`config.mk`:
```
export PLATFORM = sky130hd
export DESIGN_NAME = text_buffer_ctrl
export DESIGN_NICKNAME = d
export VERILOG_FILES = /design/src/rtl/text_buffer_ctrl.sv
export SDC_FILE = /design/constraint.sdc
export NUM_CORES = 1
export LEC_CHECK = 0
export CAP_MARGIN = 0
export CELL_PAD_IN_SITES_DETAIL_PLACEMENT = 0
export CELL_PAD_IN_SITES_GLOBAL_PLACEMENT = 1
export CORE_MARGIN = 4
export CORE_UTILIZATION = 35
export CTS_BUF_LIST = sky130_fd_sc_hd__clkbuf_2
export DETAILED_ROUTE_END_ITERATION = 7
export PLACE_DENSITY = 0.72
export SLEW_MARGIN = 40
export SYNTH_ARGS = -nofsm -noshare
export SYNTH_HDL_FRONTEND = slang
export SYNTH_SLANG_ARGS = --single-unit
```
`constraint.sdc`:
```
create_clock -name clk -period 6 [get_ports clk]
set_input_delay 1.2 -clock clk [delete_from_list [all_inputs] [get_ports clk]]
set_output_delay 1.2 -clock clk [all_outputs]
set_load 0.02 [all_outputs]
```
`src/rtl/text_buffer_ctrl.sv`:
```
// text_buffer_ctrl: turns PS/2 scan codes into character-RAM writes, with hardware row clears and a circular scroll pointer
module text_buffer_ctrl #(
  parameter int COLS = 70,
  parameter int ROWS = 30,
  parameter int ADDR_W = 12,
  parameter logic [7:0] BLANK = 8'h20
) (
  input  logic clk,
  input  logic clrn,
  input  logic key_valid,
  input  logic [7:0] key_code,
  input  logic [7:0] ascii_in,
  output logic wr_en,
  output logic [ADDR_W-1:0] wr_addr,
  output logic [7:0] wr_data,
  output logic [$clog2(COLS)-1:0] cur_col,
  output logic [$clog2(ROWS)-1:0] cur_row,
  output logic [$clog2(ROWS)-1:0] top_row,
  output logic busy,
  output logic caps,
  output logic overrun,
  output logic [7:0] last_code
);
  localparam int CW = $clog2(COLS);
  localparam int RW = $clog2(ROWS);
  localparam logic [CW-1:0] LAST_COL = CW'(COLS - 1);
  localparam logic [RW-1:0] LAST_ROW = RW'(ROWS - 1);
  localparam logic [ADDR_W-1:0] COLS_A = ADDR_W'(COLS);
  localparam logic [ADDR_W-1:0] LAST_BASE = ADDR_W'((ROWS - 1) * COLS);
  localparam logic [ADDR_W-1:0] LAST_ADDR = ADDR_W'(COLS * ROWS - 1);
  localparam logic [ADDR_W-1:0] ONE_A = ADDR_W'(1);
  typedef enum logic [2:0] {INIT, IDLE, BREAK, EXT, CLEAR} state_t;
  state_t state;
  logic shift;
  logic [ADDR_W-1:0] base, cnt, nbase, pbase;
  logic [RW-1:0] nr, pr, nt;
  logic up;
  logic [7:0] ch;
  // base tracks cur_row*COLS incrementally so no multiplier is needed
  always_comb begin
    nr = (cur_row == LAST_ROW) ? '0 : cur_row + RW'(1);
    pr = (cur_row == '0) ? LAST_ROW : cur_row - RW'(1);
    nt = (top_row == LAST_ROW) ? '0 : top_row + RW'(1);
    nbase = (cur_row == LAST_ROW) ? '0 : base + COLS_A;
    pbase = (cur_row == '0) ? LAST_BASE : base - COLS_A;
    up = (shift ^ caps) && ascii_in >= 8'h61 && ascii_in <= 8'h7a;
    ch = up ? ascii_in - 8'h20 : ascii_in;
  end
  always_ff @(posedge clk or negedge clrn) begin
    if (!clrn) begin
      state <= INIT;
      cur_col <= '0;
      cur_row <= '0;
      top_row <= '0;
      shift <= 1'b0;
      caps <= 1'b0;
      base <= '0;
      cnt <= '0;
      wr_en <= 1'b0;
      wr_addr <= '0;
      wr_data <= BLANK;
      busy <= 1'b1;
      overrun <= 1'b0;
      last_code <= '0;
    end else begin
      wr_en <= 1'b0;
      overrun <= key_valid && busy;
      case (state)
        INIT: begin
          wr_en <= 1'b1;
          wr_addr <= cnt;
          wr_data <= BLANK;
          cnt <= cnt + ONE_A;
          if (cnt == LAST_ADDR) begin
            state <= IDLE;
            busy <= 1'b0;
          end
        end
        CLEAR: begin
          wr_en <= 1'b1;
          wr_addr <= base + cnt;
          wr_data <= BLANK;
          cnt <= cnt + ONE_A;
          if (cnt == COLS_A - ONE_A) begin
            state <= IDLE;
            busy <= 1'b0;
          end
        end
        BREAK: if (key_valid) begin
          if (key_code == 8'h12 || key_code == 8'h59) shift <= 1'b0;
          state <= IDLE;
        end
        EXT: if (key_valid) state <= (key_code == 8'hF0) ? BREAK : IDLE;
        default: if (key_valid) begin
          if (key_code != 8'hF0 && key_code != 8'hE0) last_code <= key_code;
          if (key_code == 8'hF0) state <= BREAK;
          else if (key_code == 8'hE0) state <= EXT;
          else if (key_code == 8'h12 || key_code == 8'h59) shift <= 1'b1;
          else if (key_code == 8'h58) caps <= !caps;
          else if (key_code == 8'h66) begin
            if (cur_col != '0) begin
              cur_col <= cur_col - CW'(1);
              wr_en <= 1'b1;
              wr_addr <= base + ADDR_W'(cur_col) - ONE_A;
              wr_data <= BLANK;
            end else if (cur_row != top_row) begin
              cur_row <= pr;
              base <= pbase;
              cur_col <= LAST_COL;
              wr_en <= 1'b1;
              wr_addr <= pbase + COLS_A - ONE_A;
              wr_data <= BLANK;
            end
          end else if (key_code == 8'h5A || ascii_in != '0) begin
            if (key_code != 8'h5A) begin
              wr_en <= 1'b1;
              wr_addr <= base + ADDR_W'(cur_col);
              wr_data <= ch;
            end
            if (key_code == 8'h5A || cur_col == LAST_COL) begin
              cur_col <= '0;
              cur_row <= nr;
              base <= nbase;
              cnt <= '0;
              busy <= 1'b1;
              state <= CLEAR;
              if (nr == top_row) top_row <= nt;
            end else cur_col <= cur_col + CW'(1);
          end
        end
      endcase
    end
  end
endmodule

```
# --- Yosys cells after proc, flatten, opt, wreduce, memory -nomap -nowiden ---
# Cells that the tools add are included.
op_classes:
  magnitude_cmp: 2
  n_eq_ne: 45
  n_reduce_logical: 42
  muxes: 95
  bitwise_logic: 9
  addsub: 14
ops:
  columns: ["op", "count"]
  rows:
  - ["2-to-1 mux 12 bit", 25]
  - ["2-to-1 mux 8 bit", 11]
  - ["2-to-1 mux 5 bit", 8]
  - ["2-to-1 mux 3 bit", 12]
  - ["one-hot mux 12 bit (3 select lines)", 1]
  - ["2-to-1 mux 7 bit", 5]
  - ["== test 8 x 7 -> 1 bit (second input constant)", 4]
  - ["AND reduction 10 bit", 3]
  - ["AND reduction 9 bit", 3]
  - ["2-to-1 mux 1 bit", 26]
  - ["adder 12 x 7 -> 12 bit (second input constant)", 2]
  - ["one-hot mux 12 bit (2 select lines)", 1]
  - ["subtractor 12 x 1 -> 12 bit (second input constant)", 2]
  - ["!= test 2 bit (second input constant)", 11]
  - ["nonzero test 7 bit", 3]
  - ["!= test 3 x 1 -> 1 bit (second input constant)", 6]
  - ["== test 8 bit (second input constant)", 2]
  - ["!= test 8 bit (second input constant)", 2]
  - ["one-hot mux 8 bit (2 select lines)", 1]
  - ["nonzero test 3 bit", 5]
  - ["!= test 7 x 3 -> 1 bit (second input constant)", 2]
  - ["adder 12 x 1 -> 12 bit (second input constant)", 1]
  - ["adder 12 bit", 1]
  - ["adder 12 x 7 -> 12 bit", 1]
  - ["43 further kinds", 69]
totals:
  elab_cells: 221
  reg_bits: 77

# --- Longest topological paths before layout ---
# Gate-level depths: netlist (run 1).
logic_depth:
  word_depth: 13
  mapped_depth: 12

# --- Least setup slack after synthesis (run 1) ---
# Ideal clock, no wire load.
synth_timing:
  path_type: "register -> register"
  from: "register cur_col[0]"
  to: "register wr_addr[7]"
  path_stages_with_launch: 10
  arrival_time_ps: 2968
  setup_slack_ps: 2890
  n_path_buf: 0
  t_required_ps: 5858
  period_less_slack_ps: 3110
  cell_sequence: "dfrtp_1 > ha_1 > fa_1 > a211o_1 > and3_1 > nor3_1 > nand4_1 > a32o_1 > a2111oi_0 > o22ai_1"
synth_via:
  elab_chain_cells: 10
  word_cells_on_any_way: 15
  cone_classes: "add/sub: 2; eq/ne: 1; mux: 10; reduce/logical: 2"
synth_rtl:
  columns: ["element", "line", "rtl"]
  rows:
  - ["start, declared", "16", "output logic [$clog2(COLS)-1:0] cur_col,"]
  - ["start signal, assigned", "102", "cur_col <= cur_col - CW'(1);"]
  - ["start signal, assigned", "128", "end else cur_col <= cur_col + CW'(1);"]
  - ["adder 12 x 7 -> 12 bit", "104, 117", null]
  - ["subtractor 12 x 1 -> 12 bit / 2-to-1 mux 12 bit (equally long branches)", "104, 115", null]
  - ["2-to-1 mux 12 bit (on tied branches)", "101, 114", null]
  - ["2-to-1 mux 12 bit", "100", "else if (key_code == 8'h66) begin"]
  - ["2-to-1 mux 12 bit", "99", "else if (key_code == 8'h58) caps <= !caps;"]
  - ["2-to-1 mux 12 bit", "98", "else if (key_code == 8'h12 || key_code == 8'h59) shift <= 1'b1;"]
  - ["2-to-1 mux 12 bit", "97", "else if (key_code == 8'hE0) state <= EXT;"]
  - ["2-to-1 mux 12 bit", "96", "if (key_code == 8'hF0) state <= BREAK;"]
  - ["2-to-1 mux 12 bit", "94", "default: if (key_valid) begin"]
  - ["one-hot mux 12 bit (3 select lines)", "68", "case (state)"]
  - ["end signal, assigned", "71", "wr_addr <= cnt;"]
  - ["end signal, assigned", "81", "wr_addr <= base + cnt;"]
  - ["end signal, assigned", "104", "wr_addr <= base + ADDR_W'(cur_col) - ONE_A;"]
  - ["end, declared", "14", "output logic [ADDR_W-1:0] wr_addr,"]
# Several ways; a longest one is shown, not always the timed one. The select of a mux whose other input is x is not followed.
# A chain may end at the register's enable or synchronous reset.

# --- Worst setup path in the final report (run 1) ---
# Ends and elaborated chain as after synthesis.

==> results of run 1 <==
registers in the layout, indices dropped and copies added, names as in the netlist:
signal	flops
caps	1
last_code	8
wr_data	8
shift	1
cnt	12
busy	1
top_row	5
cur_col	7
overrun	1
wr_addr	12
wr_en	1
cur_row	5
state	3
base	12
kinds of logic (layout without fill, tap and decap cells):
logic type	after synthesis	count (layout)
DFF	77	77
and+or+nand+nor	300	300
muxes	22	22
xor gates and xnor gates	43	43
adders and majority gates	35	35
buffers and inverters	72	113
other	0	1
AOI/OAI and AO/OA	268	268
cell type report:
| cell class | instances | area, um^2 | area share [%] |
|---|---|---|---|
| antenna | 1 | 2.50 | 0.0329 |
| clock buffer | 9 | 45.0 | 0.593 |
| clock inverter | 7 | 90.1 | 1.19 |
| inverter | 23 | 86.3 | 1.14 |
| multi-input combinational | 668 | 4430 | 58.3 |
| sequential | 77 | 1930 | 25.4 |
| tap | 234 | 293 | 3.85 |
| timing repair buffer | 74 | 724 | 9.54 |
power groups by stage:
stage                     logic [mW]  clock network [mW]  registers [mW]
final                           1.30               0.345           0.815
after detailed placement        1.29                   0           0.823
after global routing            1.42               0.370           0.840
after global placement          1.30                   0           0.824
after CTS                       1.30               0.358           0.813
after floorplan                0.784                   0           0.849
Yosys cell counts (all sizes together) (4+ instances only):
master   count  share of area, %
buf         18               1.5
nor4b        6               1.1
inv         23               1.3
a311o        5              0.75
nand2b       7              0.66
o221ai       4              0.62
a2111oi      4              0.53
and2         5              0.47
a22o        11               1.4
nand2       60               3.4
mux2i       12               1.8
xor2        20               2.6
ha          33               6.2
o31ai        9               1.1
nor2        94               5.7
nor2b        7              0.70
a31oi       24               2.3
and4         4              0.53
a22oi        8              0.98
mux2        10               1.7
dfrtp       75                28
o41ai        6              0.90
clkbuf      31               1.7
a21oi       42               3.2
o22ai       13               1.2
o211ai      10               1.2
and3         6              0.56
or3          8              0.75
o21ai       72               5.5
nand4       11               1.0
nor4        11               1.1
nand3       29               2.2
nor3        27               2.0
o21a        11               1.2
or2          7              0.66
a211o        4              0.53
a211oi       8              0.90
xnor2       23               3.0
a21o        11               1.2
worst max-delay path by stage:
stage | start | end | slack [ps] | cells after the start
CTS | cur_col[0] | wr_addr[7] | 2000 | 9
global placement | key_code[1] | cnt[11] | 1560 | 7
detailed placement | key_code[2] | top_row[4] | 1820 | 8
floorplan | cur_col[0] | wr_addr[7] | 2890 | 9
global route | cur_col[0] | wr_addr[7] | 1810 | 9
finish | cur_col[0] | wr_addr[7] | 2030 | 9
through the flow:
| step | power (mW) | utilization (%) | worst slack (ps) | instance area, um^2 | cells |
|---|---|---|---|---|---|
| 2_1_floorplan | 1.63 | - | 2890 | 6650 | 817 |
| 5_1_grt | 2.63 | 40.6 | 1810 | 7600 | 1093 |
| 6_report | 2.46 | 40.6 | 2030 | 7600 | 1093 |
| 3_3_place_gp | 2.12 | 39.8 | 1560 | 7440 | 1075 |
| 3_5_place_dp | 2.12 | 39.9 | 1820 | 7460 | 1076 |
| 4_1_cts | 2.47 | 40.6 | 2000 | 7590 | 1092 |
layer usage:
layer,vias up,wire (um)
met4,0,386
met1,3162,10000
met5,-,0
li1,3149,-
met2,186,9860
met3,27,1050
==> key figures, run 1 <==
Run status
  • Status: complete, no violations

Power
  • Worst VDD drop: 86.8 uV
  • Pint: 1.32 mW
  • Sw Pwr: 1.14 mW
  • Clock share of power: 14.1%
  • Comb pwr share: 52.8%
  • Sw frac: 46.4%
  • Sequential power share: 33.1%
  • Leak: 3.15 nW
  • Pwr dens: 324 mW/mm^2

Setup path
  • R2R Path End: wr_addr[7]
  • Critical path class: register to register
  • Req. time, crit path: 6470 ps
  • Reg-to-reg slack, setup: 2030 ps
  • Critical path endpoint category: register
  • Worst R2R Path Depth: 9
  • Critical Path Fanout Max: 9
  • CP arrival: 4440 ps
  • FF-to-FF Start: cur_col[0]
  • CP delay by family, top: compound AO/OA/AOI/OAI gates
  • Slowest cell on crit path: a2111oi_1
  • Worst path buffer plus inverter count: 0
  • Critical path cell sequence: ha_1 > fa_1 > a211o_1 > and3_1 > nor3_1 > nand4_1 > a32o_1 > a2111oi_1 > o22ai_1
  • Max incr delay on CP: 600 ps
  • Critical path launch point type: register

Placed design
  • Detail Placement HPWL: 15500 um
  • Buffers on Ports: 67
  • Routability Congestion: 0.850

Logic synthesis
  • Yosys reg bits: 77
  • Largest family of logic cells by synthesized area: compound AO/OA/AOI/OAI gates
  • Post-synth EDFFs: 0
  • Syn avg cell area: 8.14 um^2
  • Synthesized Nets: 871
  • Mux share of post-synthesis cell area: 3.50%
  • Synth cell types: 87
  • Sequential area share after synthesis: 29.0%
  • Main synth FF type: dfrtp_1
  • Xor/xnor share of the synthesized area: 5.66%
  • Cells after synthesis: 817
  • Cell Area, Synth: 0.00665 mm^2
  • Post-Synth Adder-Cell Area: 6.81%
  • Simple-Gate Fraction of Synth Area: 23.2%
  • Compound-gate portion of the synthesized area: 27.3%
  • Asr flop ratio synth: 100%
  • Synth Warn #: 0

Global routing
  • GR met3 Demand/Resource: 3.64%
  • Initial antenna violation count: 1
  • Vias in the first global route: 6041
  • Pin count of the biggest net entering global routing: 69
  • Routing usage on met1: 27.7%
  • First-pass GRT wire length: 34300 um
  • Met2 Use GR: 31.4%
  • Gr ovfl total: 0
  • Gr usage total: 19.8%
  • Gr busiest metal: met2

Timing
  • TNS Setup: 0 ps
  • Slew at the pin closest to its max-slew limit: 773 ps
  • Rel. slew slack: 48.4%
  • Final setup fails: 0
  • Fin crit share: 66.2%
  • Final Hold Viols: 0
  • Slew Limit Fails: 0
  • Fmax: 252 MHz
  • RSZ-0062 raised after global routing: no
  • Minimum clock period: 3970 ps
  • Clock Skew: 31.7 ps
  • WHS: 397 ps

Clock tree
  • Post-CTS Resized: 0
  • CTS tree: built
  • Post-CTS Repair Setup Buffers: 0
  • Clock Sink Count: 77
  • Cts-stage hold buffer count: 0
  • Clk buf depth: 2
  • CTS buffer count: 9
  • Worst-path clk slew: 230 ps
  • Skew-Pair Late Insertion Delay: 590 ps
  • H-Tree Depth: 3
  • Root Buffer: clkbuf_2

Routing
  • DRC Markers: 0
  • Routed len/inst: 19.5 um
  • Final WL: 21300 um
  • DR vias: 6524
  • Via-to-Cell Ratio: 5.97
  • Antenna Nets Post-Route: 0
  • Initial DRC count: 428
  • DRT Pass-1 Iters: 5

Floorplanning
  • Die Width: 146 um
  • Num ports: 68
  • Row Count: 50
  • Chip Height: 146 um
  • DIE AREA: 0.0213 mm^2
  • Initial Util: 35.6%
  • Core area: 0.0187 mm^2

Final layout
  • Fillers: 1928
  • Leading cell types in the layout, fill and taps excluded: 91 x nor2_1, 75 x dfrtp_1, 66 x clkdlybuf4s50_1
  • Area Growth Syn to Fin: 14.2%
  • Net count, final: 907
  • Proportion of layout cells with a drive suffix above 1: 6.88%
  • Commonest non-fill, non-tap cell in the layout: nor2_1

Flow run
  • Max-cap violations: 0

Worst hold path
  • Worst hold path class: input pin to async pin
(Power assumes the default switching activity.)
==> run 2, diff against run 1 <==
- clock period: 6 -> 3.85 ns (I/O delays scaled with it)
==> run 2 against run 1 <==
Compared with the run above:
- non-clock buffer count up 22
- critical path type unchanged
- clock skew up 6.2 ps
- first-iteration DRC count fell by 1.4%
- clock-buffer cell count is 1 higher
- combinational power is 60% higher
- register-to-register slack lost 1500 ps
- largest power group unchanged
- clock power increased by 79%
- core utilization increased by 0.98 points
==> key figures, run 2 (same netlist as run 1, synthesis figures left out) <==
Run status
  • Status: complete, no violations

Setup path
  • Critical Path Fanout Max: 13
  • Max incr delay on CP: 660 ps
  • CP arrival: 3820 ps
  • Critical path endpoint category: register
  • Crit path depth: 9
  • Worst path buffer plus inverter count: 1
  • Worst R2R Path Depth: 9
  • CP delay by family, top: simple AND/OR/NAND/NOR gates
  • Critical path class: register to register
  • Critical path launch point type: register
  • Slowest cell on crit path: or4_1
  • Critical path cell sequence: inv_1 > ha_1 > or3b_4 > or4_1 > nor2_8 > a22oi_2 > nor2_2 > o21ai_1 > a22o_1
  • Req. time, crit path: 4370 ps
  • Reg-to-reg slack, setup: 550 ps

Timing
  • Minimum clock period: 3300 ps
  • Rel. slew slack: 47.7%
  • Final Hold Viols: 0
  • Fmax: 303 MHz
  • Fin crit share: 85.7%
  • Slew Limit Fails: 0
  • Slew at the pin closest to its max-slew limit: 781 ps
  • RSZ-0062 raised after global routing: no
  • Clock Skew: 37.9 ps
  • Final setup fails: 0
  • TNS Setup: 0 ps

Global routing
  • First-pass GRT wire length: 34900 um
  • Pin count of the biggest net entering global routing: 73
  • Gr ovfl total: 0
  • Vias in the first global route: 6216
  • Gr usage total: 20.3%
  • Initial antenna violation count: 1

Power
  • Sw Pwr: 1.76 mW
  • Pwr dens: 504 mW/mm^2
  • Comb pwr share: 53.0%
  • Sw frac: 44.9%
  • Leak: 3.27 nW
  • Tot Pwr: 3.92 mW
  • Worst VDD drop: 171 uV
  • Pint: 2.16 mW
  • Clock share of power: 15.8%
  • Sequential power share: 31.2%

Final layout
  • Leading cell types in the layout, fill and taps excluded: 91 x nor2_1, 75 x dfrtp_1, 66 x clkdlybuf4s50_1
  • Proportion of layout cells with a drive suffix above 1: 9.20%
  • Commonest non-fill, non-tap cell in the layout: nor2_1
  • Biggest regs: base x12, cnt x12, wr_addr x12
  • Area Growth Syn to Fin: 17.0%
  • Net count, final: 929

Routing
  • Via-to-Cell Ratio: 5.96
  • Top Metal Used: met4
  • Met3 wire len: 1250 um
  • M1 wire length: 10100 um
  • Initial DRC count: 422
  • DR vias: 6649
  • DRT Pass-1 Iters: 5
  • Antenna Nets Post-Route: 0
  • Final WL: 21600 um
  • DRC Markers: 0
  • Metal2 WL: 9750 um
  • Routed len/inst: 19.3 um

Clock tree
  • Post-CTS Repair Setup Buffers: 0
  • Skew-Pair Late Insertion Delay: 600 ps
  • Worst-path clk slew: 250 ps
  • CTS buffer count: 9
  • CTS tree: built
  • Clk buf depth: 2
  • Clock Sink Count: 77
  • Root Buffer: clkbuf_2
  • H-Tree Depth: 3
  • Post-CTS Resized: 0
  • Cts-stage hold buffer count: 0

Floorplanning
  • Core area: 0.0187 mm^2
  • DIE AREA: 0.0213 mm^2
  • Row Count: 50
  • Num ports: 68
  • Initial Util: 35.6%
  • Chip Height: 146 um
  • Die Width: 146 um

Flow run
  • Max-cap violations: 0

Worst hold path
  • Worst hold path class: input pin to async pin

Placed design
  • Buffers on Ports: 67
  • Routability Congestion: 0.861
  • Detail Placement HPWL: 15800 um
-- run 2: area by class of cell --
cell class / instances / area [um^2]
diodes: 1 / 2.50
fillers: 1895 / 10900
clock inverters: 6 / 111
clock buffers: 10 / 50.0
flip-flops and latches: 77 / 1930
well taps: 234 / 293
repair buffers: 96 / 890
multi-input cells: 668 / 4420
inverters: 23 / 86.3
-- run 2: worst paths after layout --
| path | from | end |
|---|---|---|
| worst max-delay path | cur_col[1] | base[3] |
| min in group clk | wr_data[7] | wr_data[7] |
| max in group asynchronous | clrn | wr_data[2] |
| worst max register to register | cur_col[1] | base[3] |
| worst min register to register | wr_data[7] | wr_data[7] |
| worst min-delay path | clrn | cur_col[2] |
-- run 2: stage by stage --
stage               instances  utilization (%)  hold WS, ps  cell area [um^2]  setup slack (ps)
finish                   1115             41.6          174              7780               550
global route             1115             41.6          188              7780               265
CTS                      1114             41.6          162              7780               519
detailed placement       1098             40.7          465              7620               312
global placement         1098             40.7          455              7610               366
floorplan                 817                -          474              6650               740
-- run 2: per-layer routing --
layer	up-vias	global-route usage (%)
met1	3231	28.5
met2	203	32.2
li1	3188	-
met4	0	6.70
met5	-	0
met3	27	2.87
-- run 2: power groups by stage --
stage	clock, mW	sequential, mW	combinational, mW
floorplan	0	1.32	1.22
global placement	0	1.24	2.07
detailed placement	0	1.24	2.07
CTS	0.631	1.23	2.08
global route	0.663	1.26	2.30
finish	0.618	1.22	2.08
